`config.mk`:
```
export PLATFORM = sky130hd
export DESIGN_NAME = sd_byte_feeder
export DESIGN_NICKNAME = d
export VERILOG_FILES = /design/src/rtl/sd_byte_feeder.sv
export SDC_FILE = /design/constraint.sdc
export NUM_CORES = 1
export LEC_CHECK = 0
export ABC_AREA = 0
export BUFFER_PORTS_ARGS = -buffer_cell sky130_fd_sc_hd__buf_2
export CAP_MARGIN = 5
export CORE_MARGIN = 2
export CORE_UTILIZATION = 30
export DETAILED_ROUTE_END_ITERATION = 10
export SETUP_SLACK_MARGIN = 0.02
export SYNTH_ARGS = -nofsm -noshare
export SYNTH_HDL_FRONTEND = slang
export SYNTH_SLANG_ARGS = --single-unit
```
`constraint.sdc`:
```
create_clock -name clk -period 2.9 [get_ports clk]
set_input_delay 0.145 -clock clk [delete_from_list [all_inputs] [get_ports clk]]
set_output_delay 0.145 -clock clk [all_outputs]
set_load 0.005 [all_outputs]
```
`src/rtl/sd_byte_feeder.sv`:
```
// Byte FIFO feeding the SD block writer over the fo_start/fo_finish handshake.
// Closes a partial block on request by injecting END_TOKEN once the FIFO drains.
module sd_byte_feeder #(
    parameter int         DEPTH_LOG2  = 4,
    parameter logic [7:0] END_TOKEN   = 8'h2D,
    parameter int         BLOCK_BYTES = 512
) (
    input  logic                  clk,
    input  logic                  reset,
    input  logic [7:0]            in_data,
    input  logic                  in_valid,
    output logic                  in_ready,
    input  logic                  flush,
    input  logic                  sd_ready,
    output logic [7:0]            fo_data,
    output logic                  fo_start,
    input  logic                  fo_finish,
    output logic                  busy,
    output logic                  overflow,
    output logic [DEPTH_LOG2:0]   fifo_count,
    output logic [15:0]           block_count
);

    localparam int DEPTH = 2 ** DEPTH_LOG2;
    localparam int CNT_W = $clog2(BLOCK_BYTES);

    typedef enum logic [1:0] {IDLE, REQ, ACK, REL} state_t;
    state_t state, stateNext;

    logic [7:0]            mem [DEPTH];
    logic [DEPTH_LOG2-1:0] wrPtr, rdPtr;
    logic [DEPTH_LOG2:0]   count;
    logic                  push, pop, loadToken, clearFlush;
    logic                  flushPending, fifoEmpty, overflowReg;
    logic [CNT_W-1:0]      byteCnt;
    logic [7:0]            foData;
    logic [15:0]           blockCnt;

    assign fifoEmpty = (count == '0);
    assign in_ready  = (count != (DEPTH_LOG2 + 1)'(DEPTH));
    assign push      = in_valid && in_ready;

    always_ff @(posedge clk) begin
        if (push) begin
            mem[wrPtr] <= in_data;
        end
    end

    always_ff @(posedge clk or negedge reset) begin
        if (!reset) begin
            wrPtr <= '0;
            rdPtr <= '0;
            count <= '0;
        end else begin
            if (push) begin
                wrPtr <= wrPtr + 1'b1;
            end
            if (pop) begin
                rdPtr <= rdPtr + 1'b1;
            end
            case ({push, pop})
                2'b10:   count <= count + 1'b1;
                2'b01:   count <= count - 1'b1;
                default: count <= count;
            endcase
        end
    end

    // A strobe arriving while a flush is pending (or being serviced) is absorbed.
    always_ff @(posedge clk or negedge reset) begin
        if (!reset) begin
            flushPending <= 1'b0;
            overflowReg  <= 1'b0;
        end else begin
            if (clearFlush) begin
                flushPending <= 1'b0;
            end else if (flush) begin
                flushPending <= 1'b1;
            end
            if (in_valid && !in_ready) begin
                overflowReg <= 1'b1;
            end
        end
    end

    always_ff @(posedge clk or negedge reset) begin
        if (!reset) begin
            state <= IDLE;
        end else begin
            state <= stateNext;
        end
    end

    always_comb begin
        stateNext  = state;
        pop        = 1'b0;
        loadToken  = 1'b0;
        clearFlush = 1'b0;
        case (state)
            IDLE: begin
                if (sd_ready && fo_finish) begin
                    if (!fifoEmpty) begin
                        pop       = 1'b1;
                        stateNext = REQ;
                    end else if (flushPending) begin
                        clearFlush = 1'b1;
                        // Nothing written since the last close: no empty block.
                        if (byteCnt != '0) begin
                            loadToken = 1'b1;
                            stateNext = REQ;
                        end
                    end
                end
            end
            REQ:     if (!fo_finish) stateNext = ACK;
            ACK:     if (fo_finish)  stateNext = REL;
            REL:     stateNext = IDLE;
            default: stateNext = IDLE;
        endcase
    end

    always_ff @(posedge clk or negedge reset) begin
        if (!reset) begin
            foData   <= '0;
            byteCnt  <= '0;
            blockCnt <= '0;
        end else begin
            if (pop) begin
                foData <= mem[rdPtr];
            end else if (loadToken) begin
                foData <= END_TOKEN;
            end
            // Accounted when the writer latches the byte.
            if (state == REQ && !fo_finish) begin
                if (foData == END_TOKEN || byteCnt == CNT_W'(BLOCK_BYTES - 1)) begin
                    byteCnt  <= '0;
                    blockCnt <= blockCnt + 1'b1;
                end else begin
                    byteCnt <= byteCnt + 1'b1;
                end
            end
        end
    end

    assign fo_data     = foData;
    assign fo_start    = (state == REQ) || (state == ACK);
    assign busy        = !fifoEmpty || flushPending || (state != IDLE);
    assign overflow    = overflowReg;
    assign fifo_count  = count;
    assign block_count = blockCnt;

endmodule

```
* Yosys cells after proc, flatten, opt, wreduce, memory -nomap -nowiden
Memory sizes are Yosys's and may differ from the RTL's.
Cells that the tools add are included.
** Storage, ports and cells
- Register bits :: 50
- Bits in latches :: 0
- Memory bits (writable) :: 128
- Memory bits (read-only) :: 0
- Output and inout bits :: 33
- Memories :: 1
** Memories
- mem :: depth 16, width 8, rd ports 1, clocked after Yosys merged registers in 0, wr ports 1, line 30 : logic [7:0] mem [DEPTH];
** Cells by class
- $add $sub $neg :: 6
- Multiply operators :: 0
- Divide/modulo/power cells :: 0
- Magnitude comparators :: 0
- Eq/ne operators :: 13
- Shift-type cells :: 0
- Muxes and demuxes :: 27
- Bitwise gates (word level) :: 0
- Reductions and logical operators :: 20
** Operators with widths (count)
- adder 16 x 1 -> 16 bit, second input constant :: 1
- 2-to-1 mux 1 bit :: 16
- 2-to-1 mux 8 bit :: 2
- 2-to-1 mux 2 bit :: 6
- one-hot mux 5 bit (2 select lines) :: 1
- adder 9 x 1 -> 9 bit, second input constant :: 1
- == test 9 bit, second input constant :: 1
- 2-to-1 mux 9 bit :: 1
- nonzero test 9 bit :: 1
- adder 4 x 1 -> 4 bit, second input constant :: 2
- == test 8 x 6 -> 1 bit, second input constant :: 1
- one-hot mux 2 bit (4 select lines) :: 1
- nonzero test 2 bit :: 4
- == test 2 bit, second input constant :: 3
- inequality test 2 bit, second input constant :: 3
- inequality test 3 bit, second input constant :: 2
- adder 5 x 1 -> 5 bit, second input constant :: 1
- logical NOT 5 bit :: 1
- inequality test 5 bit, second input constant :: 1
- AND reduction 5 bit :: 1
- subtractor 5 x 1 -> 5 bit, second input constant :: 1
- == test 2 x 1 -> 1 bit, second input constant :: 2
- logical AND 1 bit :: 4
- logical OR 1 bit :: 4
- 3 further kinds :: 5

* Depth between registers and ports, before layout
- Depth in word-level cells :: 8
- Mapped depth :: 14
- Mapped depth without buffers :: 12

* Least setup slack after synthesis
No wires, ideal clock.
- Path kind :: reg2reg
- From :: register count[1], in the netlist fifo_count[1]
- To :: register count[4], in the netlist fifo_count[4]
- Library setup time :: 0.080 ns
- Data arrival time :: 2.874 ns
- Data required time :: 2.820 ns
- Slack :: -0.055 ns
- Cell stages (with the launch flop) :: 13
- Clock period less this slack :: 2.955 ns
- Path through :: dfrtp_1 buf_6 or4_4 o21ai_4 inv_2 ha_1 clkbuf_1 xor2_1 ha_1 a21boi_0 o32ai_1 nor4b_1 xnor2_1
** Between the ends
- Longest elaborated chain between the ends :: 6
- Elaborated cells between the ends (all ways) :: 12
- Classes of those cells :: 2 x add/sub; 3 x eq/ne; 4 x mux; 3 x reduce/logical
** Ends and longest elaborated chain
- start: declaration :: line 32 : logic [DEPTH_LOG2:0] count;
- start signal: assignment :: line 62 : 2'b10: count <= count + 1'b1;
- start signal: assignment :: line 63 : 2'b01: count <= count - 1'b1;
- start signal: assignment :: line 64 : default: count <= count;
- logical NOT 5 bit (*) :: line 39 : assign fifoEmpty = (count == '0);
- 2-to-1 mux 1 bit (*) :: line 102 : if (!fifoEmpty) begin
- 2-to-1 mux 1 bit (*) :: line 101 : if (sd_ready && fo_finish) begin
- 2-to-1 mux 1 bit (*) :: line 99 : case (state)
- via pop :: line 33 : logic push, pop, loadToken, clearFlush;
- == test 2 x 1 -> 1 bit / == test 2 bit (equally long branches) :: line 61 : case ({push, pop})
- one-hot mux 5 bit (2 select lines) / nonzero test 2 bit (equally long branches)
The timed path passes the listed nets; every way through them passes the cells marked *.
A chain may end at the register's enable or synchronous reset.

* Final worst setup path
Same ends and word-level chain as after synthesis.

==> metrics.yaml <==
clock_tree:
  post_cts_buffers: 0
  htree_levels: 4
  clk_path_buf_depth: 2
  clock_latency_ns: 0.43
  path_clk_slew_ns: 0.07
  cts_buffers: 17
  cts_tree: "yes"
  clock-sinks: 178
  root_buffer: "clkbuf_16"
worst_setup_path:
  slowest_stage: "or4b_2"
  criticalPathCategory: "reg2reg"
  crit_path_start_kind: "register"
  worstPathArrival_ns: 3.08
  critPathRequiredTime_ns: 3.19
  crit_path_max_fanout: 10
  cp-end-kind: "register"
  max_stage_delay_ns: 0.65
  path_cells: "or4_4 > o21ai_4 > inv_4 > ha_4 > ha_1 > or4b_2 > o32ai_2 > nor4b_2 > xnor2_1"
die:
  core_um2: 25040
  die_x_um: 163.3
  initial_core_util_pct: 30.39
  dieArea_um2: 26660
  fp-row-count: 58
  die_y_um: 163.3
  io_pins: 47
finish:
  final_cell_mix: "edfxtp_1 (128), dfrtp_1 (49), buf_2 (46)"
  finalNetCount: 582
  nFillCells: 2359
  area_growth_pct: 17.44
  drive_gt1_share_pct: 26.77
  insertedDiodeCount: 0
  mostFrequentLayoutCell: "edfxtp_1"
pwr:
  power-per-cell-area_nw_per_um2: 880.4
  irDropWorstVdd_uv: 493.9
  power_w: 0.007868
  p_leak_nw: 3.272
global_routing:
  grt_pass1_wl_mm: 24.98
  grt_pass1_vias: 4397
  antenna_found_initial: 0
  grt_use_total_pct: 12.40
  overflow: 0
  grt_max_degree: 33
flow_run:
  maxCapViolations: 0
yosys:
  ys.warnings.count: 0
  synthCells: 482
  ys_ff_latch: 178
  syn_area_um2: 7610
  async_flop_share_pct: 28.09
  synth_top_area_share_pct: 50.51
  avgSynthCellArea_um2: 15.79
  synth_seq_area_share_pct: 66.95
  synth_area_leaders: "edfxtp_1 (51%), dfrtp_1 (16%), mux4_2 (8.3%)"
  synth_edf_count: 128
  synth_largest_area_cell: "edfxtp_1"
  synthFlopType: "edfxtp_1"
  synth_cell_types: 53
  synth_nets: 512
sta:
  finalHoldViolations: 0
  fin_crit_ns: 2.780
  finalClockSkew_ns: 0.01037
  maxSlewViolCount: 0
  finalSetupTns_ns: 0
  fmax_mhz: 359.7
  fin_crit_sh_pct: 95.87
  maxSlewHeadroom_pct: 20.39
  setup_viol: 0
  worst_slew_pin_slew_ns: 1.185
  rsz0062_at_grt: "no"
detailed_routing:
  wl_per_cell_um: 17.60
  viasPerCell: 4.877
  antenna_left: 0
  via_count: 4360
  wl_mm: 15.74
  drtPass1Iterations: 4
  drc: 0
  drtIter0Drc: 387
outcome:
  status: "completed"
placed_design:
  gp_congestion: 0.8410
  dp_hpwl_mm: 10.73
  io_buffers: 46
worst_hold_path:
  hold_class: "in2reg"
-- power breakdown --
group | leakage (nW) | switching [W] | internal (W) | total, W
Sequential | 1.79 | 0.000302 | 0.00312 | 0.00342
Combinational | 1.22 | 0.00129 | 0.00107 | 0.00236
Clock | 0.259 | 0.000980 | 0.00111 | 0.00209
-- final cells by class --
type	instances	area (µm²)	share of cell area [%]
sequential	178	5096	57.02
multi-input combinational	269	2395	26.80
timing repair buffer	73	452.9	5.068
clock buffer	18	429.2	4.802
tap	330	412.9	4.620
clock inverter	13	100.1	1.120
inverter	13	51.30	0.5740
-- path summary, 6_finish.rpt --
| kind | start | endpoint | slack, ns | cells after the start |
|---|---|---|---|---|
| worst min-delay path | in_data[7] | mem[11][7] | 0.11 | 1 |
| worst max-delay path | fifo_count[1] | fifo_count[4] | 0.12 | 9 |
| max in group asynchronous | reset | rdPtr[1] | 1.96 | 3 |
| worst max register to register | fifo_count[1] | fifo_count[4] | 0.12 | 9 |
| min in group asynchronous | reset | block_count[13] | 0.22 | 2 |
| worst min register to register | overflow | overflow | 0.47 | 1 |
-- cells by family after synthesis --
kind of cell	after synthesis	share of synthesized area (%)
flops	178	66.95
simple gates	126	9.438
compound gates	58	5.640
mux	41	10.08
buf+inv	35	2.039
xor+xnor	28	3.223
fa+ha+maj	16	2.631
-- cells in the mapped netlist, types with 3 or more instances --
library cell and number:
edfxtp_1 128, dfrtp_1 50, mux4_2 28, nor2_1 23, nand2_1 20, nand3_1 19, ha_1 16, xnor2_1 14
xor2_1 14, a22oi_1 12, inv_1 12, o21ai_0 11, clkbuf_1 9, nor2b_1 9, a22o_1 8, mux2i_1 8
nor3_1 8, nor4_1 8, and3_1 7, buf_2 7, nand4_1 7, nand2b_1 6, a211oi_1 5, mux2_2 5
nor4b_1 4, o22ai_1 4, buf_1 3, nor3b_1 3
-- per-stage QoR --
step / instances / setup slack (ns) / hold slack, ns / area [µm²] / utilization (%)
2_1_floorplan: 482 / 0.02108 / -0.1506 / 7630 / -
3_3_place_gp: 860 / 0.1701 / 0.1257 / 8351 / 33.35
3_5_place_dp: 860 / 0.02923 / 0.1384 / 8351 / 33.35
4_1_cts: 894 / 0.06129 / 0.09199 / 8926 / 35.65
5_1_grt: 894 / 0.002469 / 0.1103 / 8937 / 35.70
6_report: 894 / 0.1197 / 0.1068 / 8937 / 35.70
-- what timing repair did --
item,CTS,global route
pin swaps,0,2
hold buffers,3,0
setup endpoints to repair,1,1
endpoints found under the hold margin,21,0
gates resized for setup,2,3
-- critical path, delay by kind of cell (launching register included) --
kind / cells / cell delay, ns
and+or+nand+nor: 3 / 1.30
adders and majority gates: 2 / 0.42
DFF: 1 / 0.39
AOI/OAI and AO/OA: 2 / 0.31
xor gates and xnor gates: 1 / 0.15
buffers and inverters: 1 / 0.08
-- metal layers --
metal	GRT usage [%]	routed length [µm]	vias up
li1	-	-	2022
met1	16.88	6997	2210
met2	19.93	7705	116
met3	2.793	925	12
met4	3.580	107	0
met5	0	0	-
-- flip-flops by register name, summed over array words and instances (netlist names) --
| register | count |
|---|---|
| state | 2 |
| byteCnt | 9 |
| fo_data | 8 |
| overflow | 1 |
| mem | 128 |
| rdPtr | 4 |
| flushPending | 1 |
| wrPtr | 4 |
| block_count | 16 |
| fifo_count | 5 |
Note: power is estimated with default switching activity, not from simulation.
